==> src/rtl/fp32_pkg.sv <==
// Shared FP32 constants and the normaliser state type.
package fp32_pkg;

    localparam int EXP_W  = 8;
    localparam int MANT_W = 23;
    localparam int BIAS   = 127;

    localparam logic [EXP_W-1:0] EXP_MAX = 8'hFF;

    localparam logic [31:0] QNAN = 32'h7FC0_0000;
    localparam logic [31:0] PINF = 32'h7F80_0000;
    localparam logic [31:0] NINF = 32'hFF80_0000;

    typedef enum logic [1:0] {
        IDLE,
        NORM,
        OUT
    } state_t;

endpackage

==> src/rtl/fp_result_pack.sv <==
// Combinational packer: sign/exponent/fraction plus class flags into an IEEE-754 single.
module fp_result_pack
    import fp32_pkg::*;
(
    input  logic              sign,
    input  logic [EXP_W-1:0]  exp,
    input  logic [MANT_W-1:0] frac,
    input  logic              is_exc,
    input  logic              is_zero,
    input  logic              is_ovf,
    input  logic              is_unf,
    output logic [31:0]       result
);

    // Exceptional classes override the raw fields; zero is always +0.
    always_comb begin
        result = {sign, exp, frac};
        if (is_exc) begin
            result = QNAN;
        end else if (is_zero) begin
            result = 32'h0000_0000;
        end else if (is_ovf) begin
            result = {sign, EXP_MAX, {MANT_W{1'b0}}};
        end else if (is_unf) begin
            result = {sign, {EXP_W{1'b0}}, frac};
        end
    end

endmodule

==> src/rtl/fp_addsub_norm_seq.sv <==
// Iterative normalise/pack stage behind the FP32 add/sub datapath.
// One left shift per NORM cycle; truncation rounding; results held in OUT until taken.
module fp_addsub_norm_seq
    import fp32_pkg::*;
#(
    parameter int EXP_W  = 8,
    parameter int MANT_W = 23
) (
    input  logic              clk,
    input  logic              rst,
    input  logic              in_valid,
    output logic              in_ready,
    input  logic              in_sign,
    input  logic [EXP_W-1:0]  in_exp,
    input  logic [MANT_W+1:0] in_mant,
    input  logic              in_exc,
    output logic              out_valid,
    input  logic              out_ready,
    output logic [31:0]       out_result,
    output logic              out_overflow,
    output logic              out_underflow,
    output logic              out_exception,
    output logic [4:0]        out_shift
);

    localparam logic [EXP_W:0] EXP_ONE = 1;

    state_t              state_q, state_d;
    logic                sign_q, sign_d;
    logic [EXP_W:0]      exp_q, exp_d;
    logic [MANT_W+1:0]   mant_q, mant_d;
    logic                exc_q, exc_d;
    logic [4:0]          cnt_q, cnt_d;
    logic                out_valid_q, out_valid_d;
    logic [31:0]         out_result_q, out_result_d;
    logic                out_overflow_q, out_overflow_d;
    logic                out_underflow_q, out_underflow_d;
    logic                out_exception_q, out_exception_d;
    logic [4:0]          out_shift_q, out_shift_d;

    logic [EXP_W:0]      sh_exp;
    logic [EXP_W-1:0]    pk_exp;
    logic [MANT_W-1:0]   pk_frac;
    logic                pk_exc, pk_zero, pk_ovf, pk_unf, done;
    logic [31:0]         pk_result;

    fp_result_pack u_pack (
        .sign    (sign_q),
        .exp     (pk_exp),
        .frac    (pk_frac),
        .is_exc  (pk_exc),
        .is_zero (pk_zero),
        .is_ovf  (pk_ovf),
        .is_unf  (pk_unf),
        .result  (pk_result)
    );

    // Next-state: capture in IDLE, one normalisation rule per NORM cycle, hold in OUT.
    always_comb begin
        state_d         = state_q;
        sign_d          = sign_q;
        exp_d           = exp_q;
        mant_d          = mant_q;
        exc_d           = exc_q;
        cnt_d           = cnt_q;
        out_valid_d     = out_valid_q;
        out_result_d    = out_result_q;
        out_overflow_d  = out_overflow_q;
        out_underflow_d = out_underflow_q;
        out_exception_d = out_exception_q;
        out_shift_d     = out_shift_q;
        sh_exp          = exp_q + EXP_ONE;
        pk_exp          = exp_q[EXP_W-1:0];
        pk_frac         = mant_q[MANT_W-1:0];
        pk_exc          = 1'b0;
        pk_zero         = 1'b0;
        pk_ovf          = 1'b0;
        pk_unf          = 1'b0;
        done            = 1'b0;

        case (state_q)
            IDLE: begin
                if (in_valid) begin
                    sign_d  = in_sign;
                    exp_d   = {1'b0, in_exp};
                    mant_d  = in_mant;
                    exc_d   = in_exc;
                    cnt_d   = 5'd0;
                    state_d = NORM;
                end
            end
            NORM: begin
                if (exc_q) begin
                    pk_exc = 1'b1;
                    done   = 1'b1;
                end else if (mant_q == '0) begin
                    pk_zero = 1'b1;
                    done    = 1'b1;
                end else if (mant_q[MANT_W+1]) begin
                    // Carry-out: renormalise right, truncating the dropped LSB.
                    pk_exp  = sh_exp[EXP_W-1:0];
                    pk_frac = mant_q[MANT_W:1];
                    pk_ovf  = (sh_exp >= {1'b0, EXP_MAX});
                    done    = 1'b1;
                end else if (mant_q[MANT_W]) begin
                    done = 1'b1;
                end else if (exp_q <= EXP_ONE) begin
                    pk_unf = 1'b1;
                    done   = 1'b1;
                end else begin
                    mant_d = {mant_q[MANT_W:0], 1'b0};
                    exp_d  = exp_q - EXP_ONE;
                    cnt_d  = (cnt_q == 5'd31) ? cnt_q : cnt_q + 5'd1;
                end
                if (done) begin
                    state_d         = OUT;
                    out_valid_d     = 1'b1;
                    out_result_d    = pk_result;
                    out_overflow_d  = pk_ovf;
                    out_underflow_d = pk_unf;
                    out_exception_d = pk_exc;
                    out_shift_d     = cnt_q;
                end
            end
            OUT: begin
                if (out_ready) begin
                    out_valid_d = 1'b0;
                    state_d     = IDLE;
                end
            end
            default: state_d = IDLE;
        endcase
    end

    // State and output registers with synchronous reset.
    always_ff @(posedge clk) begin
        if (rst) begin
            state_q         <= IDLE;
            sign_q          <= 1'b0;
            exp_q           <= '0;
            mant_q          <= '0;
            exc_q           <= 1'b0;
            cnt_q           <= 5'd0;
            out_valid_q     <= 1'b0;
            out_result_q    <= 32'h0;
            out_overflow_q  <= 1'b0;
            out_underflow_q <= 1'b0;
            out_exception_q <= 1'b0;
            out_shift_q     <= 5'd0;
        end else begin
            state_q         <= state_d;
            sign_q          <= sign_d;
            exp_q           <= exp_d;
            mant_q          <= mant_d;
            exc_q           <= exc_d;
            cnt_q           <= cnt_d;
            out_valid_q     <= out_valid_d;
            out_result_q    <= out_result_d;
            out_overflow_q  <= out_overflow_d;
            out_underflow_q <= out_underflow_d;
            out_exception_q <= out_exception_d;
            out_shift_q     <= out_shift_d;
        end
    end

    assign in_ready      = (state_q == IDLE) && !rst;
    assign out_valid     = out_valid_q;
    assign out_result    = out_result_q;
    assign out_overflow  = out_overflow_q;
    assign out_underflow = out_underflow_q;
    assign out_exception = out_exception_q;
    assign out_shift     = out_shift_q;

endmodule
==> config.mk <==
export PLATFORM = sky130hd
export DESIGN_NAME = fp_addsub_norm_seq
export DESIGN_NICKNAME = d
export VERILOG_FILES = /design/src/rtl/fp32_pkg.sv /design/src/rtl/fp_result_pack.sv /design/src/rtl/fp_addsub_norm_seq.sv
export SDC_FILE = /design/constraint.sdc
export NUM_CORES = 1
export LEC_CHECK = 0
export CAP_MARGIN = 30
export CORE_UTILIZATION = 28
export DETAILED_ROUTE_END_ITERATION = 12
export PLACE_DENSITY = 0.58
export SYNTH_ARGS = -nofsm -noshare
export SYNTH_HDL_FRONTEND = slang
export SYNTH_SLANG_ARGS = --single-unit
==> constraint.sdc <==
create_clock -name clk -period 3 [get_ports clk]
set_clock_uncertainty 0.1 [all_clocks]
set_input_delay 0.45 -clock clk [delete_from_list [all_inputs] [get_ports clk]]
set_output_delay 0.45 -clock clk [all_outputs]
set_load 0.02 [all_outputs]
==> results.sh, run 1 <==
export IMPL_cts_resized=0
export IMPL_clock_sinks=84
export IMPL_post_route_drc_count=0
export IMPL_hold_end="sign_q"
export IMPL_synth_top_area_share_pct=40.2
export IMPL_crit_family="compound AO/OA/AOI/OAI gates"
export IMPL_maxCapViolations=0
export IMPL_worst_pin_slew_ps=665
export IMPL_drive_gt1_share_pct=9.87
export IMPL_num_vias=3761
export IMPL_gr_total_overflow=0
export IMPL_n_antenna_cell=0
export IMPL_hold_viol=0
export IMPL_slowest_delay_ps=570
export IMPL_io_buffers=80
export IMPL_wl_mm=11.8
export IMPL_cts_tree="yes"
export IMPL_fill_cells=1479
export IMPL_via_per_inst=5.29
export IMPL_synth_avg_cell_area_um2=9.15
export IMPL_grt_max_degree=55
export IMPL_cts_buffers=9
export IMPL_initial_core_util_pct=28.8
export IMPL_period_share_pct=86.1
export IMPL_run_status="completed"
export IMPL_crit_buf_inv=1
export IMPL_setup_slack_ps=417
export IMPL_holdPathStages=2
export IMPL_arrival_ps=2770
export IMPL_initialDrtViolationCount=246
export IMPL_worstSetupPathType="reg2reg"
export IMPL_regToRegSetupSlack_ps=420
export IMPL_cts_buffer_depth=2
export IMPL_row_count=44
export IMPL_io_pins=81
export IMPL_synth_edf_count=0
export IMPL_tns_ps=0
export IMPL_crit_reg2reg_capture="mant_q[13]"
export IMPL_post_route_util_pct=36.9
export IMPL_cts_htree_levels=3
export IMPL_hold_path_class="reg2reg"
export IMPL_end_kind="register"
export IMPL_setup_violations=0
export IMPL_yosysWarnings=0
export IMPL_ys_types=61
export IMPL_r2r_cells=8
export IMPL_max_freq_mhz=387
export IMPL_ys_ff_latch=84
export IMPL_syn_inst=457
export IMPL_drv_slew=0
export IMPL_ys_seq_area_share_pct=40.2
export IMPL_ant_nets=0
export IMPL_p_leak_nw=1.83
export IMPL_required_ps=3180
export IMPL_worstPathMaxFanout=19
export IMPL_vdd_ir_drop_max_v=0.000388
export IMPL_dp_hpwl_mm=8.23
export IMPL_hp_start="sign_q"
export IMPL_area_growth_pct=28.1
export IMPL_die_w_um=124
export IMPL_cts_setup_buffers=0
export IMPL_layout_min_cycle_time_ps=2580
export IMPL_netlist_area_mm2=0.00418
export IMPL_wire_per_inst_um=16.7
export IMPL_ctsHoldBuffers=0
export IMPL_clockRootBuffer="clkbuf_16"
export IMPL_relSlewSlack_pct=55.7
export IMPL_crit_chain="ha_1, o21bai_1, a31oi_4, nor2_2, a21o_1, buf_4, a2bb2oi_1, nor2_1"
export IMPL_rsz0062_at_grt="false"
export IMPL_grt_pass1_wl_mm=19.0
export IMPL_post_place_ws_ps=451
export IMPL_start_kind="register"
export IMPL_synth_area_leader_cell="dfxtp_1"
export IMPL_async_flop_share_pct=0
export IMPL_grt_pass1_vias=3701
export IMPL_p_per_area_mw_per_mm2=871
export IMPL_slowest_stage="dfxtp_1"
export IMPL_core_mm2=0.0145
export IMPL_yosys_top_cells_area="dfxtp_1 40%, mux2i_1 5.5%, a2bb2oi_1 4.8%"
export IMPL_ys_flop_type="dfxtp_1"
export IMPL_grt_antenna_before_repair=0
export IMPL_synth_most_common_cell="dfxtp_1"
export IMPL_netlist_top_cells_count="84 x dfxtp_1, 53 x nor2_1, 34 x nand2_1, 33 x a21oi_1, 25 x a22oi_1"
export IMPL_die_area_mm2=0.0154
export IMPL_fp_dieH_um=124
export IMPL_grt_use_total_pct=16.0
export IMPL_drtPass1Iterations=5
export IMPL_clk_insertion_delay_late_ps=350
export IMPL_timing_rr_start="exp_q[0]"
export IMPL_clkTransAtPathRegs_ps=70
export IMPL_nets=567
export IMPL_syn_nets=502
export IMPL_place_congestion=0.812
metal layers:
| metal | GRT usage (%) | up-vias | share of wire (%) |
|---|---|---|---|
| met5 | 0 | - | 0 |
| met4 | 5.13 | 0 | 1.3 |
| met3 | 3.98 | 14 | 6.2 |
| met2 | 25.9 | 129 | 47 |
| met1 | 20.8 | 1797 | 46 |
| li1 | - | 1821 | - |
worst min-delay path: stages (launching register included):
cell     delay [ps]
dfxtp_1         310
nand2_1          50
a21oi_1          50
placed cells by master, fill, tap and decap left out, types with 3 or more instances in the layout:
cell             instances
mux2i_1                 23
nand3_1                  6
buf_4                   12
dfxtp_1                 84
and2_1                   3
o2bb2ai_1               20
and3_1                   4
a22oi_1                 25
inv_1                    5
xor2_1                   5
xnor2_1                  5
a41o_1                   3
a2bb2oi_1               23
clkdlybuf4s50_1         79
clkbuf_16                9
nor2_1                  53
nor3b_1                  3
o21ai_0                 12
ha_1                     6
nor4_1                   6
a21oi_1                 33
inv_6                    3
nand4_1                  4
a211oi_1                11
nand2_1                 34
nor3_1                   9
per-stage QoR:
stage,instances,area (um2),power [W],hold WS [ps]
CTS,711,5360,0.00468,365
floorplan,457,4180,0.00307,337
global route,711,5360,0.00495,384
finish,711,5360,0.00466,360
global placement,695,5070,0.00357,346
detailed placement,695,5070,0.00361,347
area by class of cell:
cell class | instances | area [um2] | area share [%]
well taps | 184 | 230 | 4.30
clock buffers | 9 | 225 | 4.20
repair buffers | 92 | 886 | 16.5
multi-input cells | 330 | 2260 | 42.1
inverters | 5 | 18.8 | 0.350
flip-flops and latches | 84 | 1680 | 31.4
clock inverters | 7 | 58.8 | 1.10
kinds of logic (layout without fill, tap and decap cells):
kind of cell	count (synthesis)	after routing	share of synthesized area, %
AO/OA/AOI/OAI	147	147	26.9
AND/OR/NAND/NOR	144	144	17.5
flip-flops	84	84	40.2
buffers and inverters	43	113	5.99
multiplexers	23	23	5.51
XOR/XNOR	10	10	2.10
adder cells (fa/ha/maj)	6	6	1.80
how the worst max path moves through the flow:
| stage | cells after the start | start | endpoint | slack [ps] |
|---|---|---|---|---|
| 6_report | 8 | exp_q[0] | mant_q[13] | 420 |
| 5_1_grt | 8 | exp_q[0] | mant_q[14] | 180 |
| 4_1_cts | 8 | exp_q[0] | mant_q[13] | 430 |
| 3_5_place_dp | 8 | exp_q[0] | mant_q[0] | 450 |
| 3_3_place_gp | 7 | exp_q[1] | out_result[14] | 470 |
| 2_1_floorplan | 8 | exp_q[1] | out_result[22] | 810 |
report_power, final:
part	switching (W)	total (W)	internal, W
Combinational	0.00120	0.00204	0.000841
Clock	0.000497	0.00107	0.000573
Sequential	0.000252	0.00155	0.00130
sequential cells by signal (all words and copies together), names as in the netlist:
register and count:
out_result 32, out_overflow 1, mant_q 25, exp_q 9, sign_q 1, out_valid 1, cnt_q 5, state_q 2
out_shift 5, exc_q 1, out_underflow 1, out_exception 1
(Power assumes the default switching activity.)
==> inputs of run 2 (changes only) <==
==> constraint.sdc (replaced) <==
create_clock -name clk -period 2.96 [get_ports clk]
set_clock_uncertainty 0.1 [all_clocks]
set_input_delay 0.444 -clock clk [delete_from_list [all_inputs] [get_ports clk]]
set_output_delay 0.444 -clock clk [all_outputs]
set_load 0.02 [all_outputs]
==> run 2 against run 1 <==
Against the previous run: first-iteration DRC count is 2.4% higher; global-route usage up 0.15 points; count of clock-buffer cells in the layout grew 2; maximum frequency shrank 0.13%; worst setup slack got worse by 43 ps; critical path type unchanged; critical endpoint is now out_result[5]; highest routed layer unchanged.
==> results.sh, run 2 (synthesis results as in run 1) <==
export IMPL_regToRegSetupSlack_ps=370
export IMPL_grt_use_total_pct=16.2
export IMPL_place_area_mm2=0.00509
export IMPL_die_w_um=124
export IMPL_final_cell_mix="84 x dfxtp_1, 79 x clkdlybuf4s50_1, 53 x nor2_1"
export IMPL_final_common_cell="dfxtp_1"
export IMPL_io_pins=81
export IMPL_ctsHoldBuffers=0
export IMPL_crit_reg2reg_capture="out_result[5]"
export IMPL_n_antenna_cell=0
export IMPL_grt_antenna_before_repair=0
export IMPL_period_share_pct=87.4
export IMPL_clkTransAtPathRegs_ps=60
export IMPL_crit_chain="inv_1, ha_1, o21bai_1, a311o_2, o31a_4, nor2_8, o2bb2ai_1"
export IMPL_nets=570
export IMPL_hold_end="out_shift[1]"
export IMPL_post_route_drc_count=0
export IMPL_row_count=44
export IMPL_crit_start="exp_q[1]"
export IMPL_largest_reg_flops=32
export IMPL_initial_core_util_pct=28.8
export IMPL_arrival_ps=2750
export IMPL_start_kind="register"
export IMPL_use_met2_pct=25.5
export IMPL_grt_pass1_wl_mm=19.3
export IMPL_worst_pin_slew_ps=598
export IMPL_vdd_ir_drop_max_v=0.000427
export IMPL_rsz0062_at_grt="false"
export IMPL_gr_total_overflow=0
export IMPL_via_per_inst=5.21
export IMPL_crit_family="compound AO/OA/AOI/OAI gates"
export IMPL_cts_setup_buffers=0
export IMPL_final_area_mm2=0.00543
export IMPL_end_kind="register"
export IMPL_holdPathStages=2
export IMPL_ant_nets=0
export IMPL_io_buffers=80
export IMPL_p_leak_nw=1.87
export IMPL_p_per_area_mw_per_mm2=903
export IMPL_cts_tree="yes"
export IMPL_run_status="completed"
export IMPL_busiest_layer="met2"
export IMPL_clk_insertion_delay_late_ps=340
export IMPL_worstSetupPathType="reg2reg"
export IMPL_num_vias=3720
export IMPL_hp_start="out_shift[1]"
export IMPL_r2r_cells=7
export IMPL_initialDrtViolationCount=252
export IMPL_required_ps=3120
export IMPL_wl_mm=11.8
export IMPL_crit_buf_inv=1
export IMPL_core_mm2=0.0145
export IMPL_slowest_delay_ps=450
export IMPL_clockRootBuffer="clkbuf_16"
export IMPL_timing_rr_start="exp_q[1]"
export IMPL_die_area_mm2=0.0154
export IMPL_tns_ps=0
export IMPL_fp_dieH_um=124
export IMPL_drive_gt1_share_pct=10.4
export IMPL_met1_usage_pct=21.8
export IMPL_use_met3_pct=4.03
export IMPL_hold_viol=0
export IMPL_setup_violations=0
export IMPL_grt_max_degree=30
export IMPL_drv_slew=0
export IMPL_cts_htree_levels=3
export IMPL_area_growth_pct=29.9
export IMPL_clock_sinks=84
export IMPL_cts_resized=0
export IMPL_cts_buffer_depth=2
export IMPL_layout_min_cycle_time_ps=2590
export IMPL_worstPathMaxFanout=22
export IMPL_grt_pass1_vias=3726
export IMPL_hold_path_class="reg2reg"
export IMPL_relSlewSlack_pct=60.1
export IMPL_place_congestion=0.823
export IMPL_slowest_stage="dfxtp_1"
export IMPL_dp_hpwl_mm=8.39
export IMPL_cts_buffers=9
export IMPL_maxCapViolations=0
export IMPL_max_freq_mhz=387
export IMPL_drtPass1Iterations=5
export IMPL_wire_per_inst_um=16.5
run 2: routing by layer:
metal | part of all wire (%) | wire [um]
met1 | 46 | 5470
met2 | 47 | 5490
met3 | 5.9 | 701
met4 | 1.0 | 120
met5 | 0 | 0
run 2: cell type report:
cell class,instances,area (um2)
multi-input cells,330,2260
inverters,5,18.8
clock buffers,11,253
flip-flops and latches,84,1680
well taps,184,230
clock inverters,5,83.8
repair buffers,95,908
fillers,1523,9100
run 2: stage by stage:
stage                     total power (W)  cells  hold slack (ps)  utilization [%]  setup WS [ps]
final                             0.00491    714              354             37.4            373
after global placement            0.00364    698              345             35.1            443
after global routing              0.00522    714              378             37.4            145
after CTS                         0.00493    714              357             37.4            363
after floorplan                   0.00311    457              337                -            772
after detailed placement          0.00368    698              347             35.1            407
run 2: worst reg2reg max path: cells and delay by family, from the launching register on:
family / cells / cell delay, ps
AOI/OAI and AO/OA: 4 / 1270
adders and majority gates: 1 / 220
buffers and inverters: 1 / 140
DFF: 1 / 450
and+or+nand+nor: 1 / 330
run 2: how the worst max path moves through the flow:
stage	depth (start not counted)	endpoint	slack, ps
after floorplan	8	out_result[22]	770
after global placement	7	out_result[15]	440
after detailed placement	7	out_result[5]	410
after CTS	7	out_result[5]	360
after global routing	8	mant_q[16]	150
final	7	out_result[5]	370
run 2: power by group:
group,internal (W),switching [W],total (W)
registers,0.00132,0.000248,0.00157
clock network,0.000787,0.000461,0.00125
logic,0.000870,0.00122,0.00209
